==> src/rtl/decode_stage_pkg.sv <==
// Shared opcode, format-index and buffer-state definitions for the decode stage.
package decode_stage_pkg;

  localparam logic [6:0] OP_REG    = 7'b0110011;
  localparam logic [6:0] OP_IMM    = 7'b0010011;
  localparam logic [6:0] OP_LOAD   = 7'b0000011;
  localparam logic [6:0] OP_JALR   = 7'b1100111;
  localparam logic [6:0] OP_SYSTEM = 7'b1110011;
  localparam logic [6:0] OP_FENCE  = 7'b0001111;
  localparam logic [6:0] OP_STORE  = 7'b0100011;
  localparam logic [6:0] OP_BRANCH = 7'b1100011;
  localparam logic [6:0] OP_LUI    = 7'b0110111;
  localparam logic [6:0] OP_AUIPC  = 7'b0010111;
  localparam logic [6:0] OP_JAL    = 7'b1101111;

  localparam int FMT_R = 0;
  localparam int FMT_I = 1;
  localparam int FMT_S = 2;
  localparam int FMT_B = 3;
  localparam int FMT_U = 4;
  localparam int FMT_J = 5;

  typedef enum logic [1:0] {
    EMPTY = 2'd0,
    BUSY  = 2'd1,
    FULL  = 2'd2
  } buf_state_e;

endpackage

==> src/rtl/decode_stage_imm.sv <==
// Immediate generator: sign-extended immediate selected by the one-hot format.
module decode_stage_imm
  import decode_stage_pkg::*;
(
  input  logic [31:7] inst,
  input  logic [5:0]  format,
  output logic [31:0] imm
);

  // R and illegal (all-zero format) both fall through to zero
  always_comb begin
    imm = '0;
    if (format[FMT_R]) begin
      imm = '0;
    end else if (format[FMT_I]) begin
      imm = {{20{inst[31]}}, inst[31:20]};
    end else if (format[FMT_S]) begin
      imm = {{20{inst[31]}}, inst[31:25], inst[11:7]};
    end else if (format[FMT_B]) begin
      imm = {{19{inst[31]}}, inst[31], inst[7], inst[30:25], inst[11:8], 1'b0};
    end else if (format[FMT_U]) begin
      imm = {inst[31:12], 12'h000};
    end else if (format[FMT_J]) begin
      imm = {{11{inst[31]}}, inst[31], inst[19:12], inst[20], inst[30:21], 1'b0};
    end
  end

endmodule

==> src/rtl/decode_stage.sv <==
// Registered decode stage: opcode classification, immediate generation and a
// 2-entry skid buffer with valid/ready on both sides.
//
// state | meaning
// EMPTY | no beat held; o_valid=0, o_ready=1
// BUSY  | main register holds the presented beat; skid free
// FULL  | main presented, skid holds the next beat; o_ready=0
module decode_stage
  import decode_stage_pkg::*;
#(
  parameter int PC_WIDTH    = 32,
  parameter bit ENABLE_SKID = 1'b1
) (
  input  logic                i_clk,
  input  logic                i_rst_n,
  input  logic                i_flush,
  input  logic                i_valid,
  output logic                o_ready,
  input  logic [31:0]         i_inst,
  input  logic [PC_WIDTH-1:0] i_pc,
  output logic                o_valid,
  input  logic                i_ready,
  output logic [31:0]         o_inst,
  output logic [PC_WIDTH-1:0] o_pc,
  output logic [5:0]          o_format,
  output logic [31:0]         o_immediate,
  output logic [4:0]          o_rs1,
  output logic [4:0]          o_rs2,
  output logic [4:0]          o_rd,
  output logic                o_illegal
);

  buf_state_e state_q, state_d;

  logic [5:0]  dec_format;
  logic        dec_illegal;
  logic [31:0] dec_imm;

  logic [31:0]         skid_inst;
  logic [PC_WIDTH-1:0] skid_pc;
  logic [5:0]          skid_format;
  logic [31:0]         skid_imm;
  logic                skid_illegal;

  logic in_fire, out_fire;
  logic load_main, load_skid, main_from_skid;

  always_comb begin
    dec_format = '0;
    case (i_inst[6:0])
      OP_REG:                                          dec_format[FMT_R] = 1'b1;
      OP_IMM, OP_LOAD, OP_JALR, OP_SYSTEM, OP_FENCE:   dec_format[FMT_I] = 1'b1;
      OP_STORE:                                        dec_format[FMT_S] = 1'b1;
      OP_BRANCH:                                       dec_format[FMT_B] = 1'b1;
      OP_LUI, OP_AUIPC:                                dec_format[FMT_U] = 1'b1;
      OP_JAL:                                          dec_format[FMT_J] = 1'b1;
      default:                                         dec_format = '0;
    endcase
    dec_illegal = (dec_format == 6'b0) || (i_inst[1:0] != 2'b11);
  end

  decode_stage_imm u_imm (
    .inst   (i_inst[31:7]),
    .format (dec_format),
    .imm    (dec_imm)
  );

  assign o_valid  = (state_q != EMPTY);
  assign o_ready  = ENABLE_SKID ? (state_q != FULL) : ((state_q == EMPTY) || i_ready);
  assign in_fire  = i_valid & o_ready;
  assign out_fire = o_valid & i_ready;

  always_comb begin
    state_d        = state_q;
    load_main      = 1'b0;
    load_skid      = 1'b0;
    main_from_skid = 1'b0;
    if (i_flush) begin
      state_d = EMPTY;
    end else begin
      case (state_q)
        EMPTY: if (in_fire) begin
          state_d   = BUSY;
          load_main = 1'b1;
        end
        BUSY: begin
          if (in_fire && out_fire) begin
            load_main = 1'b1;
          end else if (in_fire) begin
            state_d   = FULL;
            load_skid = 1'b1;
          end else if (out_fire) begin
            state_d = EMPTY;
          end
        end
        FULL: if (out_fire) begin
          state_d        = BUSY;
          main_from_skid = 1'b1;
        end
        default: state_d = EMPTY;
      endcase
    end
  end

  always_ff @(posedge i_clk or negedge i_rst_n) begin
    if (!i_rst_n) begin
      state_q <= EMPTY;
    end else begin
      state_q <= state_d;
    end
  end

  always_ff @(posedge i_clk or negedge i_rst_n) begin
    if (!i_rst_n) begin
      o_inst       <= '0;
      o_pc         <= '0;
      o_format     <= '0;
      o_immediate  <= '0;
      o_illegal    <= 1'b0;
      skid_inst    <= '0;
      skid_pc      <= '0;
      skid_format  <= '0;
      skid_imm     <= '0;
      skid_illegal <= 1'b0;
    end else begin
      if (load_main) begin
        o_inst      <= i_inst;
        o_pc        <= i_pc;
        o_format    <= dec_format;
        o_immediate <= dec_imm;
        o_illegal   <= dec_illegal;
      end else if (main_from_skid) begin
        o_inst      <= skid_inst;
        o_pc        <= skid_pc;
        o_format    <= skid_format;
        o_immediate <= skid_imm;
        o_illegal   <= skid_illegal;
      end
      if (load_skid) begin
        skid_inst    <= i_inst;
        skid_pc      <= i_pc;
        skid_format  <= dec_format;
        skid_imm     <= dec_imm;
        skid_illegal <= dec_illegal;
      end
    end
  end

  assign o_rs1 = o_inst[19:15];
  assign o_rs2 = o_inst[24:20];
  assign o_rd  = o_inst[11:7];

endmodule
==> config.mk <==
export PLATFORM = sky130hd
export DESIGN_NAME = decode_stage
export DESIGN_NICKNAME = d
export VERILOG_FILES = /design/src/rtl/decode_stage_pkg.sv /design/src/rtl/decode_stage_imm.sv /design/src/rtl/decode_stage.sv
export SDC_FILE = /design/constraint.sdc
export NUM_CORES = 1
export LEC_CHECK = 0
export BUFFER_PORTS_ARGS = -buffer_cell sky130_fd_sc_hd__buf_4
export CORE_MARGIN = 3
export CORE_UTILIZATION = 35
export CTS_BUF_LIST = sky130_fd_sc_hd__clkbuf_8
export CTS_CLUSTER_DIAMETER = 200
export DETAILED_ROUTE_END_ITERATION = 12
export PLACE_DENSITY = 0.57
export SETUP_SLACK_MARGIN = 0.05
export SYNTH_ARGS = -nofsm -noshare
export SYNTH_HDL_FRONTEND = slang
export SYNTH_SLANG_ARGS = --single-unit
==> constraint.sdc <==
create_clock -name i_clk -period 1.5 [get_ports i_clk]
set_clock_uncertainty 0.1 [all_clocks]
set_input_delay 0.15 -clock i_clk [delete_from_list [all_inputs] [get_ports i_clk]]
set_output_delay 0.15 -clock i_clk [all_outputs]
set_load 0.01 [all_outputs]
* After elaboration in Yosys (flattened, before gate mapping)
Cells that the tools add are included.
Cells by class: eq/ne operators 19, mux-type cells 39, bitwise operators 2, reduce and logical (&&, ||, !) cells 9
Operator list (count):
- $mux W32 | 12
- $eq A7 B7 Y1 const B | 4
- $eq A7 B6 Y1 const B | 3
- $mux W1 | 17
- $eq A7 B5 Y1 const B | 2
- $mux W2 | 6
- $mux W6 | 2
- $ne A3 B3 Y1 const B | 3
- $eq A7 B2 Y1 const B | 1
- $eq A7 B4 Y1 const B | 1
- $logic_not A6 Y1 | 1
- $pmux W2 S3 | 1
- $reduce_or A5 Y1 | 1
- $ne A2 B2 Y1 const B | 2
- $ne A4 B4 Y1 const B | 1
- $reduce_and A4 Y1 | 1
- $reduce_bool A2 Y1 | 2
- $and A1 B1 Y1 | 2
- $eq A2 B1 Y1 const B | 1
- $eq A2 B2 Y1 const B | 1
- $logic_not A2 Y1 | 1
- $pmux W1 S2 | 1
- $reduce_or A2 Y1 | 1
- $logic_and A1 B1 Y1 | 1
- $logic_or A1 B1 Y1 | 1
Word-level totals: register bits after elaboration 208, bits of input ports 69, word-level logic and storage cells 80

* Longest topological paths before layout
Gate-level depths: netlist of run 1.
word-level depth 9, depth in mapped cells 8

* Cells and area by module
From an unflattened synthesis of run 1, not the netlist that was laid out.
Second synthesis, totals: cell total of the unflattened synthesis 814, area, all modules 9112.5 µm²
Modules (own cells, without submodules):
- decode_stage | instances 1, cells each 722, area an instance 8602.0 µm²
- decode_stage_imm | instances 1, cells each 92, area an instance 510.5 µm²

* Worst setup path after synthesis of run 1
No wires, ideal clock.
path kind register to register, start register state_q[1], end register o_immediate[0], library setup time 129 ps, data arrival time 1417 ps, required time 1271 ps, path slack -146 ps, cell stages (with the launch flop) 7, path buffers 2, clock period less this slack 1646 ps, path through dfrtp_1 -> nor3b_4 -> and2_1 -> buf_2 -> buf_2 -> a2bb2oi_1 -> o21ai_1
On the way: cells in the longest elaborated chain, start to end 7
RTL lines:
- from (decl) | RTL line decode_stage.sv:33 | buf_state_e state_q, state_d;
- from (signal assigned) | RTL line decode_stage.sv:109 | state_q <= state_d;
- $ne A2 B2 Y1 / $reduce_bool A2 Y1 (equally long branches) | RTL line decode_stage.sv:69, decode_stage.sv:68
- $and A1 B1 Y1 (on tied branches) | RTL line decode_stage.sv:70, decode_stage.sv:71
- $logic_and A1 B1 Y1 | RTL line decode_stage.sv:87 | if (in_fire && out_fire) begin
- $mux W1 | RTL line decode_stage.sv:87
- $pmux W1 S2 | RTL line decode_stage.sv:81 | case (state_q)
- $mux W1 | RTL line decode_stage.sv:78 | if (i_flush) begin
- $mux W32 / $reduce_bool A2 Y1 (equally long branches)
- to (signal assigned) | RTL line decode_stage.sv:130 | o_immediate <= dec_imm;
- to (signal assigned) | RTL line decode_stage.sv:136 | o_immediate <= skid_imm;
- to (decl) | RTL line decode_stage.sv:26 | output logic [31:0] o_immediate,
Parallel ways exist; a longest one is shown, timed or not. A chain may end at the register's enable or synchronous reset.

* Worst setup path after layout of run 1
start register state_q[1], end register skid_pc[16]
On the way: cells in the longest elaborated chain, start to end 6
RTL lines:
- $ne A2 B2 Y1 / $reduce_bool A2 Y1 (equally long branches) | RTL line decode_stage.sv:69, decode_stage.sv:68
- $and A1 B1 Y1 (on tied branches) | RTL line decode_stage.sv:70, decode_stage.sv:71
- $mux W1 / $logic_and A1 B1 Y1 (equally long branches) | RTL line decode_stage.sv:89, decode_stage.sv:87
- $mux W1 | RTL line decode_stage.sv:87
- $mux W1 * | RTL line decode_stage.sv:81
- $mux W1 * | RTL line decode_stage.sv:78
- to (signal assigned) | RTL line decode_stage.sv:141 | skid_pc <= i_pc;
- to (decl) | RTL line decode_stage.sv:40 | logic [PC_WIDTH-1:0] skid_pc;
Mark *: on every way between the ends. The rest lies on a longest branch, timed or not.

==> results of run 1 <==
==> registers in the layout, indices dropped and copies added, names as in the netlist <==
signal,count
o_illegal,1
skid_illegal,1
skid_imm,32
state_q,2
o_inst,32
skid_format,6
skid_inst,32
skid_pc,32
o_pc,32
o_immediate,32
o_format,6
==> final cells by class <==
type / instances / area (µm²)
Clock inverter: 17 / 75.1
Sequential cell: 208 / 5210
Tap cell: 335 / 419
Fill cell: 2102 / 9930
Multi-Input combinational cell: 723 / 5340
Timing Repair Buffer: 422 / 4720
Inverter: 5 / 18.8
Clock buffer: 47 / 647
==> report_power, final <==
part / internal, µW / switching [µW] / leakage, µW
Combinational: 2100 / 1850 / 0.00482
Clock: 2810 / 2400 / 0.000413
Sequential: 6530 / 753 / 0.00268
==> cell usage in the layout, fill, tap and decap left out, types with 4 or more instances in the layout <==
cell / netlist / final
a2bb2oi_2: 0 / 12
o211a_1: 8 / 8
nand3b_1: 4 / 4
o21ai_1: 30 / 26
buf_12: 0 / 50
clkbuf_16: 0 / 14
nand2_1: 402 / 227
o21ai_2: 0 / 14
and3_4: 0 / 5
and3_1: 15 / 10
dfrtp_1: 208 / 207
o22ai_2: 8 / 13
buf_4: 26 / 237
nand2_4: 0 / 61
a41oi_2: 0 / 4
dlygate4sd3_1: 0 / 67
nor2_1: 16 / 15
nand3_2: 1 / 24
a22oi_1: 57 / 20
a22oi_2: 0 / 37
clkbuf_8: 0 / 47
o211ai_1: 8 / 8
buf_6: 12 / 28
o22ai_1: 12 / 6
nand2_8: 0 / 5
nand2_2: 1 / 113
a21oi_1: 24 / 6
and2_4: 0 / 4
buf_8: 0 / 10
a21boi_0: 4 / 4
buf_16: 0 / 14
nand3_1: 32 / 7
a21oi_2: 1 / 17
inv_1: 5 / 19
nand4_1: 4 / 4
==> cells by family (layout without fill, tap and decap cells) <==
family,after synthesis,count (layout)
multiplexers,3,3
XOR/XNOR,1,1
AND/OR/NAND/NOR,507,511
AO/OA/AOI/OAI,207,207
flip-flops,208,208
buffers and inverters,96,491
adder cells (fa/ha/maj),1,1
==> timing repair <==
item	in CTS	in global routing
hold buffers	67	1
hold endpoints to repair	389	2
setup endpoints to repair	208	210
gates cloned	21	18
setup buffers	31	12
pin swaps	83	129
resized for setup	160	272
==> per-stage QoR <==
stage / utilization, % / total power (µW) / std cells / setup TNS [ns] / area, µm²
floorplan: - / 8540 / 1023 / -9.31 / 9790
global placement: 46.0 / 10000 / 1549 / -25.28 / 12100
detailed placement: 46.0 / 10100 / 1549 / -30.36 / 12100
CTS: 56.9 / 16000 / 1730 / -28.39 / 15000
global route: 62.3 / 17300 / 1757 / -48.59 / 16400
finish: 62.3 / 16400 / 1757 / -35.38 / 16400
==> final timing paths <==
path	startpoint	endpoint	slack, ns	depth (start not counted)
worst min register to register	skid_inst[31]	skid_inst[31]	0.37	2
worst max-delay path	state_q[1]	skid_pc[16]	-0.25	8
max in group asynchronous	i_rst_n	o_pc[21]	0.64	3
min in group i_clk	i_inst[6]	o_inst[6]	0.09	4
worst max register to register	state_q[1]	skid_pc[16]	-0.25	8
worst min-delay path	i_rst_n	o_inst[12]	0.04	2
==> routing by layer <==
layer / GRT usage [%] / up-vias / wire length [µm]
li1: - / 4262 / -
met4: 5.78 / 0 / 698
met5: 0 / - / 0
met3: 3.90 / 49 / 1710
met1: 31.8 / 4666 / 16100
met2: 34.3 / 272 / 16200
==> impl.org, run 1 <==
** Critical path
- Maximum fanout count along the critical path :: 5
- Element type at the critical path start :: register
- The worst setup path is captured at a register.
- Together, buffers and inverters on the worst path number 4.
- The critical path is of the reg2reg type.
- Required arrival time at the worst endpoint :: 1.85 ns
- Kind of cell adding the most delay to the critical path :: simple AND/OR/NAND/NOR gates
- In this design, the stage delay of the slowest critical-path cell is 0.43 ns.
- STA puts the critical path data arrival time at 2.10 ns.
- The critical path goes through nor3b_4 -> buf_6 -> and2_4 -> buf_12 -> buf_8 -> buf_16 -> nand2_2 -> nand2_1.
- CP max-delay cell :: dfrtp_2

** Global routing
- Number of antenna violations at the first check in global routing :: 0
- Wire length of the first global-routing pass :: 50900 µm
- Via count of the first global-routing pass :: 9125
- Total routing usage reported by global routing :: 22.0%
- Remaining global-route overflow :: 0
- Entering global routing, the biggest net connects 52 pins.

** Finish
- Synthesis-to-layout area growth :: 73.0%
- The post-route netlist has 52.6% of its cells at a drive strength greater than 1.
- For this run, the post-layout net count is 1468.
- Antenna diode count :: 0

** Outcome
- The flow ran to the end, but the final reports show violations.
- Violations in the final reports :: negative setup slack

** STA
- Static timing analysis puts the maximum clock frequency at 570 MHz.
- Final worst slack :: -0.254 ns
- The number of hold-slack violations in the final timing report came to 0.
- Slew HR :: 64.7%
- Setup repair after global routing could not meet its margin everywhere.
- The number of max-slew violations in the final report came to 0.
- Final count of negative-setup-slack endpoints :: 208
- Time the final worst path needs with I/O delays and setup :: 1.75 ns
- At the pin with the least slew margin, the transition time is 0.526 ns.
- Period utilisation layout :: 117%
- Final hold slack :: 0.0393 ns

** Floorplanning
- Die extent in y :: 171 µm
- The initial utilization of the core area, before any placement, comes to 36.0%.
- The die covers 29100 µm².
- Std-Cell Core Area :: 26400 µm²
- Ports placed on the boundary :: 189
- Num rows :: 59
- Width of the die :: 171 µm

** Synth
- Seq/Total Area, Yosys :: 54.8%
- Summed instance area of the synthesized netlist :: 9490 µm²
- Multiplexer cells account for 0.329% of the synthesized area.
- Summing the areas of all fa, ha and maj instances in the mapped netlist gives 0.105% of the synthesized area.
- The commonest cells after synthesis are 402 x nand2_1, 208 x dfrtp_1, 57 x a22oi_1.
- Share of the synthesized netlist area taken by xor and xnor gates :: 0.0923%
- Of all flip-flops after synthesis, the portion carrying an async set or reset was 100%.
- Count of flip-flops with a built-in enable after synthesis :: 0
- Yosys reg bits :: 208
- Basic-gate share of the synthesized area counting and, or, nand and nor cells :: 22.8%
- Yosys mapped the design onto 61 distinct sky130hd cell types.
- Ranked by total cell area, the synthesized netlist is headed by dfrtp_1 55%, nand2_1 16%, a22oi_1 4.5%.
- Commonest register cell after synthesis :: dfrtp_1
- Number of cells produced by synthesis :: 1023
- Total nets after synthesis :: 1092
- Average size of a mapped cell :: 9.28 µm²
- Summing the areas of all compound-gate instances in the mapped netlist gives 15.6% of the synthesized area.
- Count of yosys warnings during synthesis :: 0
- The biggest area contributor in the post-synthesis netlist is dfrtp_1.
- Of the post-synthesis cell area, the dominant cell type holds 54.8%.
- By area, the combinational part of the netlist is dominated by simple AND/OR/NAND/NOR gates.
- Yosys instantiated no cell more often than nand2_1.

** Clock tree
- At the later pin of the worst-skew pair, clock insertion delay measures 0.54 ns.
- Number of levels in the clock H-tree :: 2
- TritonCTS created 39 clock buffers.
- Clock transition at the registers of the reported paths :: 0.06 ns
- No sink is reached through more buffers than the 3 on the longest clock path.
- Sink Count :: 208
- The root buffer cell chosen for the clock tree is clkbuf_8.
- Clock tree from TritonCTS :: done

** Route
- DR pass1 iterations :: 5
- Vias after detailed routing :: 9249
- Post-route ant nets :: 0
- For this block, the initial DRC count from the detailed router was 662.
- Routed Wire Length :: 34700 µm
- Dividing the detail-routed via count by the number of cells gives 5.26.
- Dividing the detail-routed wire length by the instance count gives 19.8 µm.
- DRC violation count after routing :: 0

** Place
- Routability congestion estimate :: 0.848
- In this run the tool buffered the top-level ports with 188 buffer cells.
- Before CTS, the worst setup slack after placement is -0.280 ns.
- Placed wire-length estimate after detailed placement :: 19700 µm

** Min path
- The min-delay analysis places its worst path in the category in2async.

** Power
- The analysis attributes to cell leakage a power of 0.00791 µW.
- Power density cells :: 1000 nW/µm²
- Worst IR Drop VDD :: 627 µV

** Flow run
- Across the run, the number of max-cap violations was 0.
(Power assumes the default switching activity.)
==> inputs of run 2 (changes only) <==
--- a/config.mk
+++ b/config.mk
@@ -12,6 +12,7 @@
 export CTS_CLUSTER_DIAMETER = 200
 export DETAILED_ROUTE_END_ITERATION = 12
 export PLACE_DENSITY = 0.57
+export RECOVER_POWER = 25
 export SETUP_SLACK_MARGIN = 0.05
 export SYNTH_ARGS = -nofsm -noshare
 export SYNTH_HDL_FRONTEND = slang
==> impl.org, run 2 (synthesis results as in run 1) <==
** Outcome
- Status :: complete, but fails checks
- The checks that failed: negative setup slack.

** Floorplanning
- Initial Util :: 36.0% (unchanged)
- Std-Cell Core Area :: 26400 µm² (unchanged)
- Width of the die :: 171 µm (unchanged)
- The height of the die came to 171 µm (unchanged).
- Ports placed on the boundary :: 189 (unchanged)
- Die footprint :: 29100 µm² (unchanged)
- The count of standard-cell rows was 59 (unchanged).

** Place
- The number of buffers added on ports is 188 (unchanged).
- Routability congestion estimate :: 0.848 (unchanged)
- The total half-perimeter wirelength after legalization and detailed placement came to 19700 µm (unchanged).
- Worst slack, placed :: -0.280 ns (unchanged)

** Clock tree
- The post-CTS clock slew at the launch and capture registers of the worst setup and hold paths is 0.06 ns (about the same).
- Root Driver :: clkbuf_8
- The buffer levels on the longest clock path was 3 (unchanged).
- Insertion delay of the later-clocked pin in the worst-skew pair :: 0.54 ns (about the same)
- The number of buffers added by the clock tree synthesis step came to 39 (unchanged).
- Sink Count :: 208 (unchanged)
- Clock tree from TritonCTS :: done
- The total number of H-tree levels was 2 (unchanged).

** Power
- The peak supply drop is 627 µV (about the same).
- Power density cells :: 1000 nW/µm² (+0.11%)
- The final total power came to 16400 µW (-0.10%).
- Static Leak :: 0.00789 µW (-0.16%)

** Finish
- Final net count :: 1468 (unchanged)
- The library cell used most frequently in the layout, excluding fill and tap cells, is buf_4.
- The number of diodes was 0 (unchanged).
- Fraction of layout cells with a size suffix above 1 :: 52.6% (unchanged)
- In the layout the commonest cells are 238 x buf_4, 227 x nand2_1, 207 x dfrtp_1.
- Count of fill cells added during filler insertion :: 2105 (+0.14%)
- The area growth from synthesis to layout is 72.6%.

** STA
- The number of max-slew violations in the final report came to 0 (unchanged).
- The setup TNS is -35.62 ns (-0.240 ns).
- The transition time at the pin with the least slew margin came to 0.838 ns (+0.312 ns).
- Final count of negative-setup-slack endpoints :: 208 (unchanged)
- The final critical-path share of the clock period came to 117% (-0.17 points).
- The maximum frequency from static timing analysis was 571 MHz (+0.15%).
- Final worst slack :: -0.252 ns (+0.00258 ns)
- Setup repair after global routing missed its margin :: true
- Slew HR :: 44.1% (-21 points)
- Time the final worst path needs with I/O delays and setup :: 1.75 ns (-0.00258 ns)
- Final count of hold timing violations :: 0 (unchanged)

** Critical path
- Critical Path Sink Type :: register
- Required arrival time at the worst endpoint :: 1.85 ns (about the same)
- Maximum fanout count along the critical path :: 5 (unchanged)
- Element type at the critical path start :: register
- The most critical setup path has its startpoint at state_q[1].
- Cells on worst reg2reg path :: 8 (unchanged)
- The endpoint identified for the worst register-to-register timing path is skid_pc[16].
- In this run the critical register-to-register path is launched from state_q[1].
- In this run the worst setup path terminates at skid_pc[16].
- The flop-to-flop setup slack was -0.25 ns (about the same).
- The setup path with the least slack is of type reg2reg.
- Data arrival at the endpoint of the critical path :: 2.10 ns (about the same)

** Route
- First-iteration detailed-routing DRC count :: 624 (-5.7%)
- The total vias in the final route is 9217 (-0.35%).
- The number of vias per cell after detailed routing was 5.25 (-0.35%).
- DRC violation count after routing :: 0 (unchanged)
- Post-route ant nets :: 0 (unchanged)
- The final wirelength was 34700 µm (-0.15%).
- The post-detailed-route wirelength per cell came to 19.7 µm (-0.15%).
- DR pass1 iterations :: 5 (unchanged)

** Min path
- In this run the worst hold path is classified as in2reg.

** Global routing
- The all-layer global routing usage is 22.0% (unchanged).
- Via count of the first global-routing pass :: 9125 (unchanged)
- Number of antenna violations at the first check in global routing :: 0 (unchanged)
- Remaining global-route overflow :: 0 (unchanged)
- Maximum number of pins on one net before global-route repair :: 52 (unchanged)
- Wire length of the first global-routing pass :: 50900 µm (unchanged)

** Flow run
- Max-capacitance violation count :: 0 (unchanged)
[run 2: what timing repair did]
item / 4_1_cts / 5_1_grt
gates resized for setup: 160 / 272
hold buffers: 67 / 1
buffers inserted: 31 / 12
pin swaps: 83 / 129
endpoints found under the setup margin: 208 / 210
cloned: 21 / 18
hold endpoints to repair: 389 / 2
[run 2: cell type report]
cell class	instances	area (µm²)	share of cell area (%)
clock buffers	47	647	3.95
clock inverters	17	75.1	0.458
inverters	5	18.8	0.115
multi-input cells	723	5340	32.6
flip-flops and latches	208	5210	31.8
well taps	335	419	2.56
repair buffers	422	4680	28.6
[run 2: where the power goes]
| part | switching [µW] | internal (µW) |
|---|---|---|
| Combinational | 1850 | 2090 |
| Clock | 2390 | 2810 |
| Sequential | 754 | 6530 |
| Total | 4990 | 11400 |
[run 2: stage by stage]
stage / instance area [µm²] / util (%) / hold slack, ns / std cells
after CTS: 15000 / 56.9 / 0.00691 / 1730
after global routing: 16400 / 62.2 / 0.0825 / 1757
after global placement: 12100 / 46.0 / 0.0212 / 1549
final: 16400 / 62.2 / 0.0876 / 1757
after detailed placement: 12100 / 46.0 / 0.0178 / 1549
after floorplan: 9790 / - / -0.246 / 1023
[run 2: layer usage]
layer | global-route usage, % | share of wire [%] | vias up
met5 | 0 | 0 | -
met4 | 5.78 | 1.9 | 0
met3 | 3.90 | 4.7 | 46
met2 | 34.3 | 47 | 265
met1 | 31.8 | 46 | 4644
li1 | - | - | 4262
[run 2: worst min-delay path by stage]
| stage | start | end | slack [ns] | depth (start not counted) |
|---|---|---|---|---|
| floorplan | i_rst_n | o_format[0] | -0.25 | 0 |
| global placement | i_rst_n | o_inst[12] | 0.02 | 1 |
| detailed placement | i_rst_n | o_inst[12] | 0.02 | 1 |
| CTS | i_inst[3] | skid_format[5] | 0.007 | 4 |
| global route | i_inst[6] | o_inst[6] | 0.08 | 4 |
| finish | i_inst[6] | o_inst[6] | 0.09 | 4 |
[run 2: worst max-delay path: stages, from the launching register on]
cell and delay, ns:
dfrtp_2 0.43, nor3b_4 0.26, buf_6 0.15, and2_4 0.21
buf_12 0.14, buf_8 0.12, buf_16 0.14, nand2_2 0.05
nand2_1 0.06
